<file path="src/rtl/apb4_master_pkg.sv">
// Shared types and default constants for the APB4 requester.
package apb4_master_pkg;

  typedef enum logic [1:0] {
    ST_IDLE   = 2'd0,
    ST_SETUP  = 2'd1,
    ST_ACCESS = 2'd2,
    ST_RESP   = 2'd3
  } state_e;

  localparam int unsigned DEF_ADDR_WIDTH = 32;
  localparam int unsigned DEF_DATA_WIDTH = 32;
  localparam int unsigned DEF_TIMEOUT    = 256;

  // Wait-counter width: ceil(log2(tmo+1)), at least one bit so a disabled
  // timeout still yields a legal vector.
  function automatic int unsigned cnt_width(input int unsigned tmo);
    int unsigned w;
    w = unsigned'($clog2(tmo + 1));
    return (w == 0) ? 1 : w;
  endfunction

endpackage

</file>
<file path="src/rtl/dffr.sv">
// Shared register primitive: D flop with asynchronous active-low reset.
module dffr #(
  parameter int unsigned     WIDTH   = 1,
  parameter logic [WIDTH-1:0] RST_VAL = '0
) (
  input  logic             clk,
  input  logic             rst_n,
  input  logic [WIDTH-1:0] d,
  output logic [WIDTH-1:0] q
);

  // Register with asynchronous reset to RST_VAL.
  always_ff @(posedge clk or negedge rst_n) begin
    if (!rst_n) q <= RST_VAL;
    else        q <= d;
  end

endmodule

</file>
<file path="src/rtl/apb4_master.sv">
// APB4 requester: one outstanding transaction, command/response handshakes,
// optional ACCESS-phase timeout.
module apb4_master
  import apb4_master_pkg::*;
#(
  parameter int unsigned ADDR_WIDTH = DEF_ADDR_WIDTH,
  parameter int unsigned DATA_WIDTH = DEF_DATA_WIDTH,
  parameter int unsigned TIMEOUT    = DEF_TIMEOUT
) (
  input  logic                    pclk,
  input  logic                    presetn,
  input  logic                    req_valid_i,
  output logic                    req_ready_o,
  input  logic                    req_write_i,
  input  logic [ADDR_WIDTH-1:0]   req_addr_i,
  input  logic [DATA_WIDTH-1:0]   req_wdata_i,
  input  logic [DATA_WIDTH/8-1:0] req_strb_i,
  input  logic [2:0]              req_prot_i,
  output logic                    rsp_valid_o,
  input  logic                    rsp_ready_i,
  output logic [DATA_WIDTH-1:0]   rsp_rdata_o,
  output logic                    rsp_err_o,
  output logic                    rsp_tmo_o,
  output logic [ADDR_WIDTH-1:0]   paddr,
  output logic [2:0]              pprot,
  output logic                    psel,
  output logic                    penable,
  output logic                    pwrite,
  output logic [DATA_WIDTH-1:0]   pwdata,
  output logic [DATA_WIDTH/8-1:0] pstrb,
  input  logic [DATA_WIDTH-1:0]   prdata,
  input  logic                    pready,
  input  logic                    pslverr
);

  localparam int unsigned    SW       = DATA_WIDTH / 8;
  localparam int unsigned    CW       = cnt_width(TIMEOUT);
  localparam bit             TMO_EN   = (TIMEOUT != 0);
  localparam logic [CW-1:0]  TMO_LAST = TMO_EN ? CW'(TIMEOUT - 1) : '0;
  localparam logic [CW-1:0]  CNT_MAX  = '1;

  state_e                 state_d;
  logic [1:0]             state_q;
  logic                   write_d, write_q;
  logic [ADDR_WIDTH-1:0]  addr_d, addr_q;
  logic [DATA_WIDTH-1:0]  wdata_d, wdata_q;
  logic [SW-1:0]          strb_d, strb_q;
  logic [2:0]             prot_d, prot_q;
  logic [CW-1:0]          cnt_d, cnt_q;
  logic [DATA_WIDTH-1:0]  rdata_d, rdata_q;
  logic                   err_d, err_q;
  logic                   tmo_d, tmo_q;

  // Next-state, holding-register, wait-counter and response-register logic.
  always_comb begin
    state_d = state_e'(state_q);
    write_d = write_q;
    addr_d  = addr_q;
    wdata_d = wdata_q;
    strb_d  = strb_q;
    prot_d  = prot_q;
    cnt_d   = cnt_q;
    rdata_d = rdata_q;
    err_d   = err_q;
    tmo_d   = tmo_q;
    case (state_q)
      ST_IDLE: begin
        if (req_valid_i) begin
          write_d = req_write_i;
          addr_d  = req_addr_i;
          wdata_d = req_wdata_i;
          strb_d  = req_write_i ? req_strb_i : '0;
          prot_d  = req_prot_i;
          state_d = ST_SETUP;
        end
      end
      ST_SETUP: begin
        cnt_d   = '0;
        state_d = ST_ACCESS;
      end
      ST_ACCESS: begin
        // pready wins over the timeout on the final allowed cycle.
        if (pready) begin
          rdata_d = write_q ? '0 : prdata;
          err_d   = pslverr;
          tmo_d   = 1'b0;
          state_d = ST_RESP;
        end else if (TMO_EN && (cnt_q == TMO_LAST)) begin
          rdata_d = '0;
          err_d   = 1'b1;
          tmo_d   = 1'b1;
          state_d = ST_RESP;
        end else if (cnt_q != CNT_MAX) begin
          cnt_d = cnt_q + 1'b1;
        end
      end
      ST_RESP: begin
        if (rsp_ready_i) state_d = ST_IDLE;
      end
      default: state_d = ST_IDLE;
    endcase
  end

  dffr #(.WIDTH(2), .RST_VAL(ST_IDLE)) u_state (
    .clk(pclk), .rst_n(presetn), .d(state_d), .q(state_q));
  dffr #(.WIDTH(1)) u_write (
    .clk(pclk), .rst_n(presetn), .d(write_d), .q(write_q));
  dffr #(.WIDTH(ADDR_WIDTH)) u_addr (
    .clk(pclk), .rst_n(presetn), .d(addr_d), .q(addr_q));
  dffr #(.WIDTH(DATA_WIDTH)) u_wdata (
    .clk(pclk), .rst_n(presetn), .d(wdata_d), .q(wdata_q));
  dffr #(.WIDTH(SW)) u_strb (
    .clk(pclk), .rst_n(presetn), .d(strb_d), .q(strb_q));
  dffr #(.WIDTH(3)) u_prot (
    .clk(pclk), .rst_n(presetn), .d(prot_d), .q(prot_q));
  dffr #(.WIDTH(CW)) u_cnt (
    .clk(pclk), .rst_n(presetn), .d(cnt_d), .q(cnt_q));
  dffr #(.WIDTH(DATA_WIDTH)) u_rdata (
    .clk(pclk), .rst_n(presetn), .d(rdata_d), .q(rdata_q));
  dffr #(.WIDTH(1)) u_err (
    .clk(pclk), .rst_n(presetn), .d(err_d), .q(err_q));
  dffr #(.WIDTH(1)) u_tmo (
    .clk(pclk), .rst_n(presetn), .d(tmo_d), .q(tmo_q));

  assign req_ready_o = (state_q == ST_IDLE);
  assign psel        = (state_q == ST_SETUP) || (state_q == ST_ACCESS);
  assign penable     = (state_q == ST_ACCESS);
  assign pwrite      = write_q;
  assign paddr       = addr_q;
  assign pwdata      = wdata_q;
  assign pstrb       = strb_q;
  assign pprot       = prot_q;
  assign rsp_valid_o = (state_q == ST_RESP);
  assign rsp_rdata_o = rdata_q;
  assign rsp_err_o   = err_q;
  assign rsp_tmo_o   = tmo_q;

endmodule

</file>
<file path="config.mk">
export PLATFORM = sky130hd
export DESIGN_NAME = apb4_master
export DESIGN_NICKNAME = d
export VERILOG_FILES = /design/src/rtl/apb4_master_pkg.sv /design/src/rtl/dffr.sv /design/src/rtl/apb4_master.sv
export SDC_FILE = /design/constraint.sdc
export NUM_CORES = 1
export LEC_CHECK = 0
export ABC_CLOCK_PERIOD_IN_PS = 6400
export CORE_MARGIN = 1
export CORE_UTILIZATION = 44
export DETAILED_ROUTE_END_ITERATION = 8
export MAX_ROUTING_LAYER = met4
export PLACE_DENSITY_LB_ADDON = 0.05
export SYNTH_ARGS = -nofsm -noshare
export SYNTH_HDL_FRONTEND = slang
export SYNTH_SLANG_ARGS = --single-unit
</file>
<file path="constraint.sdc">
create_clock -name pclk -period 6.4 [get_ports pclk]
set_clock_uncertainty 0.2 [all_clocks]
set_input_delay 1.28 -clock pclk [delete_from_list [all_inputs] [get_ports pclk]]
set_output_delay 1.28 -clock pclk [all_outputs]
set_load 0.005 [all_outputs]
</file>
==> results of run 1 <==
[registers in the layout, summed over array words and instances, names as in the netlist, 2 cells and up]
register	count
u_addr.q	32
u_strb.q	4
u_rdata.q	32
u_state.q	2
u_prot.q	3
u_wdata.q	32
u_cnt.q	9
[metrics by stage]
stage	power [mW]	cell area, um2	util
finish	3.53	7500	0.729
global route	3.75	7500	0.729
CTS	3.58	7500	0.729
detailed placement	2.72	6980	0.679
global placement	2.67	6980	0.679
floorplan	1.79	4660	-
[cells by family (layout without fill, tap and decap cells)]
group	after synthesis	in the layout	synth area share
fa+ha+maj	8	8	0.0215
compound gates	60	60	0.0704
flops	117	117	0.628
buf+inv	31	259	0.0252
simple gates	97	97	0.0878
mux	69	69	0.167
[path summary, 6_finish.rpt]
check                      cells past startpoint       endpoint          start
min                                            2  u_rdata.q[18]  u_rdata.q[18]
max reg2reg                                    7     u_cnt.q[5]     u_cnt.q[0]
max                                            3        penable   u_state.q[0]
min in group asynchronous                      1  u_rdata.q[28]        presetn
min reg2reg                                    2  u_rdata.q[18]  u_rdata.q[18]
max in group asynchronous                      2   u_rdata.q[2]        presetn
[synth_stat cells, drive strengths merged]
| cell | number |
|---|---|
| a2bb2oi | 1 |
| nand2b | 1 |
| nand2 | 76 |
| o31ai | 5 |
| clkbuf | 22 |
| o21ai | 42 |
| ha | 8 |
| a21oi | 9 |
| o31a | 1 |
| or3 | 2 |
| or4 | 4 |
| dfrtp | 117 |
| mux2 | 69 |
| inv | 9 |
| a22oi | 1 |
| nand4 | 1 |
| or4b | 1 |
| nor2b | 2 |
| nor2 | 4 |
| a222oi | 1 |
| nand3 | 5 |
| nor4 | 1 |
[power by group]
group / total, mW / switching, mW / internal [mW]
clock: 0.836 / 0.304 / 0.532
sequential: 1.27 / 0.180 / 1.09
combinational: 1.43 / 0.499 / 0.930
total: 3.53 / 0.982 / 2.55
[worst reg2reg max path: cells and delay by family (launching register included)]
family,cells,cell delay [ns]
AO/OA/AOI/OAI,1,0.16
adder cells (fa/ha/maj),2,0.51
flip-flops,1,0.40
AND/OR/NAND/NOR,4,1.41
[area by class of cell]
cell class	count	area share
repair buffers	222	0.295
inverters	9	0.00451
flip-flops and latches	117	0.391
well taps	136	0.0227
clock inverters	6	0.00734
multi-input cells	234	0.218
clock buffers	22	0.0617
[layout by cell type (no fill, tap or decap), types with 2 or more instances in the layout]
master and n:
o21ai_0 41, clkbuf_1 2, inv_1 9, nand3_1 5, a21oi_1 9, buf_4 4
clkbuf_8 4, ha_1 8, or4_1 4, clkbuf_16 16, dfrtp_1 117, clkdlybuf4s50_1 218
o31ai_1 5, or3_1 2, clkinv_2 5, nor2_1 4, mux2_2 69, nand2_1 75
[layer usage]
layer  global-route usage  up-vias  routed length [um]
li1                     -     1737                   -
met2                0.392      144                6060
met4               0.0885        0                 138
met1                0.272     1790                4880
met3               0.0730       12                 858
met5                    -        -                   0
==> results.ini, run 1 <==
[placement]
post-dp-hpwl_um = 8400
globalplace.congestion = 0.747
numPortBuffers = 219
dpl.cell_count = 718
pre_cts_slack_ns = 2.76

[layout]
multi_input_area_um2 = 1640
antennaDiodeCount = 0
area_growth_pct = 60.9
drive_gt1_frac = 0.167
final-instance-count-excl-fill = 746
n_fill_cell = 756
regArea_um2 = 2930
layout.nets = 719

[die]
die_h_um = 105
num_io_pins = 220
fp.dieArea_um2 = 11000
start_util = 0.453
fp-row-count = 37
die_w_um = 105
core_region_area_um2 = 10300

[routing]
wl_um = 11900
firstDrtPassIters = 4
via_count = 3683
wl_per_cell_um = 16.0
drt_iter0_markers = 127
drc = 0
via_per_inst = 4.94
route.antenna.remaining_nets = 0

[critical_path]
start_kind = flop
crit_arrival_ns = 2.13
reg2reg_slack_ns = 3.64
critPathMaxFanout = 12
crit_path_end_kind = output pin
path_buf_inv = 2
critPathTopFamily = buffers and inverters
cp.required_ns = 4.92
path_class = reg2out
worstPathCellList = inv_1 > ha_1 > clkdlybuf4s50_1
max_stage_delay_ns = 0.60
worst_path_max_delay_cell = clkdlybuf4s50_1

[timing]
fin_ws_ns = 2.79
rsz0062_at_grt = no
slew_viol_final = 0
tns_ns = 0
slew_headroom = 0.343
min_period_over_period = 0.565
worst_hold_slack_ns = 0.276
finalSetupViolCount = 0
worst_slew_pin_slew_ns = 0.985
fin_crit_ns = 3.61
finalHoldViolations = 0
fmax_mhz = 277

[pwr]
vdd_drop_max_v = 0.000244
leakagePower_nw = 3.19
power_density_nw_per_um2 = 471

[global_routing]
grt_pass1_vias = 3947
groute.usage.overall = 0.237
grt_first_pass_wirelength_um = 19500
antenna_found_initial = 0
grt_max_degree = 79
grt-ovfl-total = 0

[cts]
cts_buffers = 17
htree_levels = 4
post_cts_buffers = 0
clock_latency_ns = 0.50
cts_max_path_buffers = 2
ctsResizeCount = 0
cts-root-buf = clkbuf_8
clock_sinks = 117
postCtsHoldBufs = 0
cts_tree = built
clk_pin_slew_worst_paths_ns = 0.05

[synth]
syn-num-nets = 500
ys_ff_latch = 117
yosysTopAreaCellShare = 0.628
synthesis.instances = 382
synth_top_area_cell = dfrtp_1
ys_warn_count = 0
synthesis.area_um2 = 4660
synthTopCellsByArea = dfrtp_1 (63%), mux2_2 (17%), nand2_1 (6.1%), o21ai_0 (4.5%), ha_1 (2.1%)
synth_cell_types = 23
ys_seq_area_frac = 0.628
avgSynthCellArea_um2 = 12.2

[flow_run]
cap_violations = 0

[run_status]
status = completed

[hold_path]
hold_class = reg2reg

Power figures use the tool's default switching activity.
==> inputs of run 2 (changes only) <==
--- a/config.mk
+++ b/config.mk
@@ -5,9 +5,9 @@
 export SDC_FILE = /design/constraint.sdc
 export NUM_CORES = 1
 export LEC_CHECK = 0
-export ABC_CLOCK_PERIOD_IN_PS = 6400
+export ABC_CLOCK_PERIOD_IN_PS = 2900
 export CORE_MARGIN = 1
-export CORE_UTILIZATION = 44
+export CORE_UTILIZATION = 37
 export DETAILED_ROUTE_END_ITERATION = 8
 export MAX_ROUTING_LAYER = met4
 export PLACE_DENSITY_LB_ADDON = 0.05
==> constraint.sdc (replaced) <==
create_clock -name pclk -period 2.9 [get_ports pclk]
set_clock_uncertainty 0.2 [all_clocks]
set_input_delay 0.58 -clock pclk [delete_from_list [all_inputs] [get_ports pclk]]
set_output_delay 0.58 -clock pclk [all_outputs]
set_load 0.005 [all_outputs]
==> results.ini, run 2 (same netlist as run 1, synthesis figures left out) <==
[layout]
area_growth_pct = 65.1
final_cell_mix = clkdlybuf4s50_1 (218), dfrtp_1 (117), nand2_1 (75)
drive_gt1_frac = 0.180
antennaDiodeCount = 0
top_regs = u_addr.q x32, u_rdata.q x32, u_wdata.q x32
layout.nets = 730
utilization = 0.632
final_common_cell = clkdlybuf4s50_1

[pwr]
vdd_drop_max_v = 0.000609
leakagePower_nw = 3.27
power_density_nw_per_um2 = 1040

[placement]
post-dp-hpwl_um = 8780
numPortBuffers = 219
globalplace.congestion = 0.779

[routing]
via_count = 3652
wl_um = 12000
drc = 0
route.antenna.remaining_nets = 0
firstDrtPassIters = 5
drt_iter0_markers = 148
via_per_inst = 4.62
wl_per_cell_um = 15.2

[cts]
cts_buffers = 17
post_cts_buffers = 0
ctsResizeCount = 0
cts_max_path_buffers = 2
clk_pin_slew_worst_paths_ns = 0.05
clock_sinks = 117
cts_tree = built
clock_latency_ns = 0.41
cts-root-buf = clkbuf_16
postCtsHoldBufs = 1
htree_levels = 4

[timing]
slew_headroom = 0.711
fin_crit_ns = 2.70
worst_slew_pin_slew_ns = 0.433
fmax_mhz = 371
min_period_over_period = 0.930
tns_ns = 0
finalHoldViolations = 0
rsz0062_at_grt = no
slew_viol_final = 0
finalSetupViolCount = 0

[critical_path]
crit_arrival_ns = 2.83
cp_common_cell = ha_1
max_stage_delay_ns = 0.67
path_class = reg2reg
worstPathCellList = ha_1 > nand3_1 > nor2_1 > ha_1 > or4b_1 > buf_4 > or3_1 > a21oi_1
crit_path_end_kind = flop
worstRegToRegCells = 8
cp-startpoint = u_cnt.q[0]
critPathMaxFanout = 11
reg2reg_to = u_cnt.q[2]
cp.required_ns = 3.03
reg2reg_slack_ns = 0.20
start_kind = flop
r2r_start = u_cnt.q[0]
worst_path_max_delay_cell = or4b_1

[global_routing]
grt_first_pass_wirelength_um = 19200
groute.usage.overall = 0.201
grt-ovfl-total = 0
grt_pass1_vias = 3864
antenna_found_initial = 0
grt_max_degree = 66

[flow_run]
cap_violations = 0

[die]
die_h_um = 114
fp.dieArea_um2 = 13000
num_io_pins = 220
start_util = 0.383
core_region_area_um2 = 12200
fp-row-count = 40
die_w_um = 114

[hold_path]
holdPathEnd = u_rdata.q[16]
hold_class = reg2reg
hold_path_startpoint = u_rdata.q[16]
hold_path_depth = 2

[run_status]
status = completed

[run 2: how the worst max path moves through the flow]
stage | end | slack (ns) | cells past startpoint
CTS | u_cnt.q[5] | 0.22 | 7
detailed placement | u_cnt.q[5] | 0.24 | 4
floorplan | u_cnt.q[5] | 0.49 | 8
global route | u_cnt.q[2] | 0.08 | 8
global placement | u_cnt.q[7] | 0.27 | 4
finish | u_cnt.q[2] | 0.20 | 8
[run 2: routing by layer]
layer,vias up,wire length [um],track usage
li1,1759,-,-
met5,-,0,-
met1,1726,5050,0.236
met2,149,5830,0.314
met3,18,905,0.0693
met4,0,260,0.0892
[run 2: where the power goes]
| part | total [mW] | switching [mW] | internal (mW) |
|---|---|---|---|
| registers | 2.80 | 0.395 | 2.40 |
| logic | 3.21 | 1.11 | 2.10 |
| clock network | 1.95 | 0.678 | 1.28 |
[run 2: stage by stage]
stage                     power (mW)  instance area (um2)  hold WS [ns]  setup slack [ns]  cells
after global routing            8.47                 7690         0.305            0.0816    791
after detailed placement        6.06                 7130         0.270             0.241    760
final                           7.96                 7690         0.274             0.202    791
after global placement          5.98                 7130         0.263             0.269    760
after floorplan                 3.95                 4660        0.0844             0.492    382
after CTS                       8.07                 7690         0.282             0.218    791
[run 2: cell type report]
type	instances	area [um2]
inverters	9	33.8
flip-flops and latches	117	2930
clock buffers	26	509
clock inverters	4	45.0
fillers	1016	4470
multi-input cells	234	1630
well taps	168	210
repair buffers	233	2330
[run 2: worst max-delay path, delay by kind of cell (launching register included)]
family / cells / cell delay (ns)
and+or+nand+nor: 4 / 1.12
DFF: 1 / 0.41
adders and majority gates: 2 / 0.51
buffers and inverters: 1 / 0.23
AOI/OAI and AO/OA: 1 / 0.16
